## config.mk

```make
export PLATFORM = sky130hd
export DESIGN_NAME = user_data_mem_ctrl
export DESIGN_NICKNAME = d
export VERILOG_FILES = /design/src/rtl/user_data_mem_ctrl.sv
export SDC_FILE = /design/constraint.sdc
export NUM_CORES = 1
export LEC_CHECK = 0
export ABC_AREA = 1
export BUFFER_PORTS_ARGS = -buffer_cell sky130_fd_sc_hd__buf_4
export CAP_MARGIN = 0
export CORE_MARGIN = 3
export CORE_UTILIZATION = 58
export DETAILED_ROUTE_END_ITERATION = 7
export GPL_ROUTABILITY_DRIVEN = 0
export PLACE_DENSITY = 0.88
export SYNTH_ARGS = -nofsm -noshare
export SYNTH_HDL_FRONTEND = slang
export SYNTH_SLANG_ARGS = --single-unit
```

## constraint.sdc

```tcl
create_clock -name clk -period 2.55 [get_ports clk]
set_input_delay 0 -clock clk [delete_from_list [all_inputs] [get_ports clk]]
set_output_delay 0 -clock clk [all_outputs]
set_load 0.005 [all_outputs]
```

## src/rtl/user_data_mem_ctrl.sv

```systemverilog
// -----------------------------------------------------------------------------
// user_data_mem_ctrl
//
// Controller for the i281 user data memory (DEPTH x WIDTH register file).
// After reset, or on a reinit pulse, the constant initial image is copied into
// the register file one byte per cycle (INIT). After that (RUN), the CPU data
// port gets zero-latency reads and single-cycle writes. A debug/loader port
// shares the memory through a req/ack handshake. A debug write that the CPU
// keeps blocking is forced through after STARVE_LIMIT blocked cycles by
// stalling the CPU for one cycle.
//
// Ports:
//   clk, rst_n   system clock (rising edge), asynchronous active-low reset
//   init_image   constant initial image, byte i at [WIDTH*i +: WIDTH]
//   reinit       single-cycle pulse that restarts the init sequence
//   busy         high while the initial image is being loaded
//   cpu_addr     CPU data address
//   cpu_we       CPU write enable (ignored while cpu_stall is high)
//   cpu_wdata    CPU write data
//   cpu_rdata    combinational read of mem[cpu_addr]
//   cpu_stall    CPU must hold its state this cycle
//   dbg_req      debug request, held high until dbg_ack
//   dbg_we       debug write (1) / read (0), stable while dbg_req is high
//   dbg_addr     debug address
//   dbg_wdata    debug write data
//   dbg_ack      one-cycle completion pulse
//   dbg_rdata    registered debug read data, held after the ack
// -----------------------------------------------------------------------------
module user_data_mem_ctrl #(
    parameter int DEPTH        = 16,
    parameter int WIDTH        = 8,
    parameter int STARVE_LIMIT = 4,
    parameter int AW           = (DEPTH > 1) ? $clog2(DEPTH) : 1
) (
    input  logic                     clk,
    input  logic                     rst_n,
    input  logic [DEPTH*WIDTH-1:0]   init_image,
    input  logic                     reinit,
    output logic                     busy,
    input  logic [AW-1:0]            cpu_addr,
    input  logic                     cpu_we,
    input  logic [WIDTH-1:0]         cpu_wdata,
    output logic [WIDTH-1:0]         cpu_rdata,
    output logic                     cpu_stall,
    input  logic                     dbg_req,
    input  logic                     dbg_we,
    input  logic [AW-1:0]            dbg_addr,
    input  logic [WIDTH-1:0]         dbg_wdata,
    output logic                     dbg_ack,
    output logic [WIDTH-1:0]         dbg_rdata
);

    localparam int SW = $clog2(STARVE_LIMIT + 1);

    typedef enum logic {
        ST_INIT,
        ST_RUN
    } state_t;

    state_t              state_q, state_d;
    logic [AW-1:0]       ptr_q, ptr_d;
    logic [SW-1:0]       starve_cnt_q, starve_cnt_d;
    logic                ack_q;
    logic [WIDTH-1:0]    rdata_q, rdata_d;
    logic [WIDTH-1:0]    mem [DEPTH];

    logic                run;
    logic                dbg_ready;
    logic                starve_hit;
    logic                dbg_rd_grant;
    logic                dbg_wr_grant;
    logic                cpu_wr_en;
    logic                mem_we;
    logic [AW-1:0]       mem_waddr;
    logic [WIDTH-1:0]    mem_wdata;

    // ------------------------------------------------------------------
    // Arbitration
    // ------------------------------------------------------------------
    assign run        = (state_q == ST_RUN);
    // A request still high during its own ack cycle is not a new request.
    assign dbg_ready  = run && dbg_req && !ack_q;
    assign starve_hit = run && (starve_cnt_q == SW'(STARVE_LIMIT));

    assign cpu_stall    = !run || starve_hit;
    assign dbg_rd_grant = dbg_ready && !dbg_we;
    // The stall cycle frees the write port, so the starved write goes through.
    assign dbg_wr_grant = dbg_ready && dbg_we && (!cpu_we || cpu_stall);
    assign cpu_wr_en    = run && cpu_we && !cpu_stall;

    assign busy      = !run;
    assign cpu_rdata = mem[cpu_addr];
    assign dbg_ack   = ack_q;
    assign dbg_rdata = rdata_q;

    // ------------------------------------------------------------------
    // Next-state logic
    // ------------------------------------------------------------------
    always_comb begin
        // NOTE: every signal gets a default first so no path leaves it
        // unassigned; otherwise synthesis infers a latch.
        state_d      = state_q;
        ptr_d        = ptr_q;
        starve_cnt_d = starve_cnt_q;
        rdata_d      = rdata_q;
        mem_we       = 1'b0;
        mem_waddr    = cpu_addr;
        mem_wdata    = cpu_wdata;

        unique case (state_q)
            ST_INIT: begin
                mem_we    = 1'b1;
                mem_waddr = ptr_q;
                mem_wdata = init_image[ptr_q*WIDTH +: WIDTH];
                if (reinit) begin
                    ptr_d = '0;
                end else if (ptr_q == AW'(DEPTH - 1)) begin
                    ptr_d   = '0;
                    state_d = ST_RUN;
                end else begin
                    ptr_d = ptr_q + 1'b1;
                end
            end

            ST_RUN: begin
                if (dbg_wr_grant) begin
                    mem_we    = 1'b1;
                    mem_waddr = dbg_addr;
                    mem_wdata = dbg_wdata;
                end else if (cpu_wr_en) begin
                    mem_we    = 1'b1;
                    mem_waddr = cpu_addr;
                    mem_wdata = cpu_wdata;
                end
                if (reinit) begin
                    state_d = ST_INIT;
                    ptr_d   = '0;
                end
            end

            default: state_d = ST_INIT;
        endcase

        // Debug read samples the memory before this cycle's write lands.
        if (dbg_rd_grant) rdata_d = mem[dbg_addr];
        if (dbg_wr_grant) rdata_d = dbg_wdata;

        if (!run || !dbg_req || dbg_rd_grant || dbg_wr_grant || starve_hit)
            starve_cnt_d = '0;
        else if (dbg_ready && dbg_we && cpu_we)
            starve_cnt_d = starve_cnt_q + 1'b1;
    end

    // ------------------------------------------------------------------
    // Control registers
    // ------------------------------------------------------------------
    always_ff @(posedge clk or negedge rst_n) begin
        // NOTE: sequential state uses non-blocking assignments so every
        // register samples the pre-edge values, independent of statement order.
        if (!rst_n) begin
            state_q      <= ST_INIT;
            ptr_q        <= '0;
            starve_cnt_q <= '0;
            ack_q        <= 1'b0;
            rdata_q      <= '0;
        end else begin
            state_q      <= state_d;
            ptr_q        <= ptr_d;
            starve_cnt_q <= starve_cnt_d;
            ack_q        <= dbg_rd_grant || dbg_wr_grant;
            rdata_q      <= rdata_d;
        end
    end

    // ------------------------------------------------------------------
    // Register file
    // ------------------------------------------------------------------
    always_ff @(posedge clk or negedge rst_n) begin
        // NOTE: the memory is reset here because the contents must read as
        // zero immediately on reset; this keeps it a flop array rather than
        // an inferred RAM macro.
        if (!rst_n) begin
            for (int i = 0; i < DEPTH; i++) mem[i] <= '0;
        end else if (mem_we) begin
            mem[mem_waddr] <= mem_wdata;
        end
    end

endmodule

```

# After elaboration in Yosys (flattened, before gate mapping)
# Index checks and enable logic that the tools add are counted.
# word_totals
rom_bits	0
latchBits	0
regBits	145
memories	0
ramBits	0
word_cells	88
# classes
add_sub_neg	2
n_eq_ne	3
shifts	1
n_div	0
n_mul	0
bitwise_logic	4
reduce_logical	25
magnitude_cmp	4
muxes	28
# op_table
op	n
128-bit bitwise mux	1
128-bit by 8-bit indexed part select with 8-bit output	1
8-bit binary-select mux with 4-bit select	2
8-bit 2-to-1 mux	8
8-bit demux with 4-bit select	1
4-bit 2-to-1 mux	4
4-bit case mux with 2 select lines	2
8-bit case mux with 2 select lines	1
5-bit >= comparator (second input constant)	3
4-bit NOT with 5-bit output	3
1-bit logical AND	10
1-bit logical OR	7
1-bit logical NOT	6
3-bit 2-to-1 mux	2
5-bit by 1-bit less-than comparator with 1-bit output (second input constant)	1
1-bit 2-to-1 mux	5
4-bit by 1-bit adder with 4-bit output (second input constant)	1
4-bit equality test (second input constant)	1
1-bit case mux with 2 select lines	2
2-bit nonzero test	2
3-bit by 1-bit adder with 3-bit output (second input constant)	1
3-bit equality test (second input constant)	1
2-bit != test (second input constant)	1
1-bit NOT	1

# Depth between registers and ports, before layout
# depth
ltp_word	13
ltp_mapped	14
mapped_depth_nobuf	13

# Worst setup path before layout
# OpenSTA, ideal clock, no wires.
# synth_timing
path_type	register -> register
startpoint	register starve_cnt_q[0]
endpoint	register mem[118] (netlist name)
path_stages_with_launch	15
path_slack_ns	0.716
required_time_ns	2.429
arrival_time_ns	1.713
path_cell_list	dfrtp_1 inv_1 ha_1 nand2_1 nand3_4 nand3_4 buf_6 clkinv_2 nand2_1 nand2_1 nand2_1 nand2_2 buf_4 nand3_1 nand2_1
# synth_between
elab_chain_cells	13
# synth_rtl
item	line	source
start, declared	62	logic [SW-1:0] starve_cnt_q, starve_cnt_d;
start signal, assigned	169	starve_cnt_q <= starve_cnt_d;
3-bit equality test *	83	assign starve_hit = run && (starve_cnt_q == SW'(STARVE_LIMIT));
1-bit logical AND *	83	
1-bit logical OR *	85	assign cpu_stall = !run || starve_hit;
1-bit logical OR	88	assign dbg_wr_grant = dbg_ready && dbg_we && (!cpu_we || cpu_stall);
1-bit logical AND	88	
4-bit 2-to-1 mux	126	if (dbg_wr_grant) begin
4-bit case mux with 2 select lines	110	unique case (state_q)
4-bit NOT with 5-bit output (not written as such)	185	mem[mem_waddr] <= mem_wdata;
5-bit >= comparator (not written as such) or 5-bit by 1-bit less-than comparator with 1-bit output (tied branches)	185	
1-bit logical AND (not written as such)	185	
8-bit 2-to-1 mux (not written as such)	185	
8-bit demux with 4-bit select	185	
128-bit bitwise mux	185	
end signal, assigned by index	185	
end, declared	65	logic [WIDTH-1:0] mem [DEPTH];
# Mark *: on every way between the ends. The rest lies on a longest branch, timed or not.
# A chain may end at the register's enable or synchronous reset.

# Final worst setup path
# layout_timing
startpoint	register ptr_q[0]
endpoint	register mem[23] (netlist name)
# layout_between
elab_chain_cells	7
# layout_rtl
item	line	source
start, declared	61	logic [AW-1:0] ptr_q, ptr_d;
start signal, assigned	168	ptr_q <= ptr_d;
4-bit case mux with 2 select lines	110	
4-bit NOT with 5-bit output (not written as such)	185	
5-bit >= comparator (not written as such) or 5-bit by 1-bit less-than comparator with 1-bit output (tied branches)	185	
1-bit logical AND (not written as such)	185	
8-bit 2-to-1 mux (not written as such)	185	
8-bit demux with 4-bit select	185	
128-bit bitwise mux *	185	
# Marked as above.

==> reports/results.env <==
STATUS='completed'
POST_DRT_WL_PER_CELL_UM=19.8
VIAS_IN_THE_FIRST_GLOBAL_ROUTE=12400
CLOCKPOWERSHARE_PCT=31.9
POWER.DENSITY_mW_PER_MM2=638
SYN-INSTANCE-COUNT=1631
FINAL_ANTENNA_NET_COUNT=0
CHIPHEIGHT_UM=141
SYN-MEAN-INSTANCE-AREA_UM2=6.52
SYNTH_ENABLE_FLOP_CELLS=0
DIEWIDTH_UM=141
AREA.GROWTH.SYNTH_TO_FINAL_PCT=19.8
RESIDUAL_OVERFLOW_FROM_GLOBAL_ROUTING=0
SEQUENTIAL_SHARE_OF_THE_SYNTHESIZED_AREA_PCT=34.1
GRT_ANTENNA_BEFORE_REPAIR=0
SYNTH.LIB_CELLS_USED.DISTINCT=31
TIMING.CRITICAL_PATH.FROM_TYPE='flip-flop'
POST-LAYOUT-TOTAL-POWER_mW=8.13
LAYOUT.CELLS.MOST_COMMON='sky130_fd_sc_hd__nand2_1'
CLK_PIN_SLEW_NS=0.06
DIEAREA_MM2=0.0200
CLOCK-SKEW-FINAL_NS=0.00663
INTERNAL_POWER_mW=5.27
REMAINING_DRC_ERRORS=0
CORE_REGION_AREA_MM2=0.0176
ANTENNADIODECOUNT=0
WORSTSKEWPAIRLATENCY_NS=0.43
WORSTPATHREQUIRED_NS=2.86
DRIVE_GT1_SHARE_PCT=16.1
SYNTHFLOPTYPE='sky130_fd_sc_hd__dfrtp_1'
POST-SYNTH-TOP-AREA-FRACTION_PCT=34.1
WIRELENGTH_MM=39.3
POWER.LEAKAGE_nW=6.51
NUMPORTBUFFERS=176
POWER_DISSIPATED_BY_SWITCHING_NET_LOADS_mW=2.86
DETAILEDPLACEMENTHPWL_MM=25.2
CTS.SINKS=145
CTS.ROOT.BUFFER_CELL='sky130_fd_sc_hd__clkbuf_16'
HOLD_CLASS='input port to flip-flop'
LAYOUT.CORE_UTILIZATION_PCT=72.4
ASYNC_FLOP_SHARE_PCT=100
MAXCAPVIOLATIONS=0
SYN_AREA_MM2=0.0106
FINAL.PERIOD_UTILIZATION_PCT=93.1
YOSYS_WARNINGS=0
MAPPEDNETLISTNETS=1792
CP-END-KIND='flip-flop'
DESIGN.PORTCOUNT=177
SEQPWRFRAC_PCT=37.3
MAX_FREQ_MHz=421
IR_WORST_VDD_uV=596
CTS_HTREE_LEVELS=4
HOLD_VIOLATIONS=0
PERIOD_NEEDED_NS=2.37
ITERATION_0_DRC_COUNT_OF_THE_DETAILED_ROUTER=1704
FINALNETCOUNT=1909
GLOBALROUTETOTALUTIL_PCT=38.8
FIRST_PASS_ITERS=7
INITIAL_CORE_UTIL_PCT=60.4
STD_CELL_ROWS=48
WORST_SETUP_PATH_TYPE='flip-flop to flip-flop'
VIA_PER_INST=6.29
CRITICAL_PATH_PEAK_FANOUT=37
TRANSITION_TIME_OF_THE_TIGHTEST_SLEW_CHECK_PIN_NS=0.904
GRT_PASS1_WL_MM=62.1
MAXSLEWHEADROOM_PCT=39.7
NUM_VIAS=12500
MOST_AREA_CONSUMING_CELLS_AFTER_SYNTHESIS='sky130_fd_sc_hd__dfrtp_1, sky130_fd_sc_hd__nand2_1, sky130_fd_sc_hd__nand3_1'
CTS_INSERTED_BUFFERS=17
RSZ0062_AT_GRT='no'
CTS.PATH.MAX_BUFFERS=2
SW_FRAC_OF_TOTAL_PCT=35.2
FINALSETUPVIOLATIONS=0
COMB_POWER_SHARE_PCT=30.8
FINAL_MAX_SLEW_VIOL_COUNT=0
TIMING.CRITICAL_PATH.ARRIVAL_NS=2.69
SETUP_TOTAL_NEGATIVE_SLACK_NS=0
MOSTFREQUENTLAYOUTCELLS='sky130_fd_sc_hd__nand2_1, sky130_fd_sc_hd__nand3_1, sky130_fd_sc_hd__buf_4, sky130_fd_sc_hd__dfrtp_1, sky130_fd_sc_hd__inv_1'
NUMBER_OF_SYNTHESIZED_REGISTER_BITS=145
SYNTH_LARGEST_AREA_CELL='sky130_fd_sc_hd__dfrtp_1'
CTS_TREE='yes'
GRT_START_MAX_NET_PINS=67
-- worst max-delay path, stage by stage, from the launching register on --
cell	delay [ns]
sky130_fd_sc_hd__dfrtp_2	0.43
sky130_fd_sc_hd__inv_2	0.30
sky130_fd_sc_hd__buf_12	0.24
sky130_fd_sc_hd__buf_4	0.18
sky130_fd_sc_hd__nand2_1	0.06
sky130_fd_sc_hd__o211ai_1	0.07
sky130_fd_sc_hd__nand2_1	0.07
sky130_fd_sc_hd__nand2_1	0.06
sky130_fd_sc_hd__nand2_1	0.05
sky130_fd_sc_hd__nand2_1	0.09
sky130_fd_sc_hd__nand3_2	0.36
sky130_fd_sc_hd__nand3_1	0.25
sky130_fd_sc_hd__nand2_1	0.08
-- cells in the mapped netlist, drive strengths merged (7+ instances only) --
library cell	count
o221ai	7
buf	82
nand2	499
o21bai	96
a21oi	102
inv	134
o211ai	8
dfrtp	145
clkbuf	45
nand3	321
nor2	58
o21ai	120
-- final timing paths --
check / startpoint / endpoint / slack, ns / cells after the start
max: ptr_q[0] / mem[23] / 0.18 / 12
min: dbg_wdata[4] / dbg_rdata[4] / 0.04 / 5
max reg2reg: ptr_q[0] / mem[23] / 0.18 / 12
min reg2reg: mem[35] / mem[35] / 0.51 / 2
max in group asynchronous: rst_n / mem[91] / 1.71 / 3
min in group asynchronous: rst_n / mem[111] / 0.13 / 2
-- power groups by stage --
stage	registers, mW	logic [mW]	clock network, mW
after floorplan	2.97	1.62	0
after global placement	3.03	2.32	0
after detailed placement	3.05	2.39	0
after CTS	3.02	2.43	2.58
after global routing	3.07	2.76	2.69
final	3.03	2.50	2.59
-- flip-flops by register name (all words and copies together) (netlist names) --
register / cells
starve_cnt_q: 3
mem: 128
dbg_ack: 1
dbg_rdata: 8
run: 1
ptr_q: 4
-- kinds of logic (layout without fill, tap and decap cells) --
kind of cell / after synthesis / after routing / share of synthesized area [%]
AO/OA/AOI/OAI: 337 / 337 / 18.6
XOR/XNOR: 2 / 2 / 0.165
adder cells (fa/ha/maj): 3 / 3 / 0.353
buffers and inverters: 264 / 394 / 10.7
flip-flops: 145 / 145 / 34.1
AND/OR/NAND/NOR: 880 / 880 / 36.0
-- metrics by stage --
| step | worst slack, ns | hold WS [ns] | cell area, um2 | std cells |
|---|---|---|---|---|
| finish | 0.176 | 0.0360 | 12700 | 1986 |
| global route | 0.0184 | 0.0552 | 12700 | 1986 |
| CTS | 0.239 | 0.00843 | 12700 | 1986 |
| detailed placement | 0.264 | 0.0293 | 12000 | 1944 |
| global placement | 0.351 | 0.0217 | 12000 | 1944 |
| floorplan | 0.716 | -0.296 | 10600 | 1631 |
-- layout make-up --
cell class	count	area, um2
multi-input cells	1222	5870
fillers	1379	4850
flip-flops and latches	145	3630
repair buffers	225	1840
inverters	137	515
clock buffers	18	439
well taps	225	282
clock inverters	14	164
-- routing by layer --
layer	track usage (%)	wire (um)
met2	62.9	18000
met4	25.5	2960
met1	44.5	12900
met5	0	0
met3	11.5	5460
-- timing repair --
action / in CTS / in global routing
resized for setup: 0 / 1
hold buffers: 10 / 0
buffers inserted: 0 / 0
endpoints found under the hold margin: 71 / 0
setup endpoints to repair: 0 / 6
Note: power is estimated with default switching activity, not from simulation.
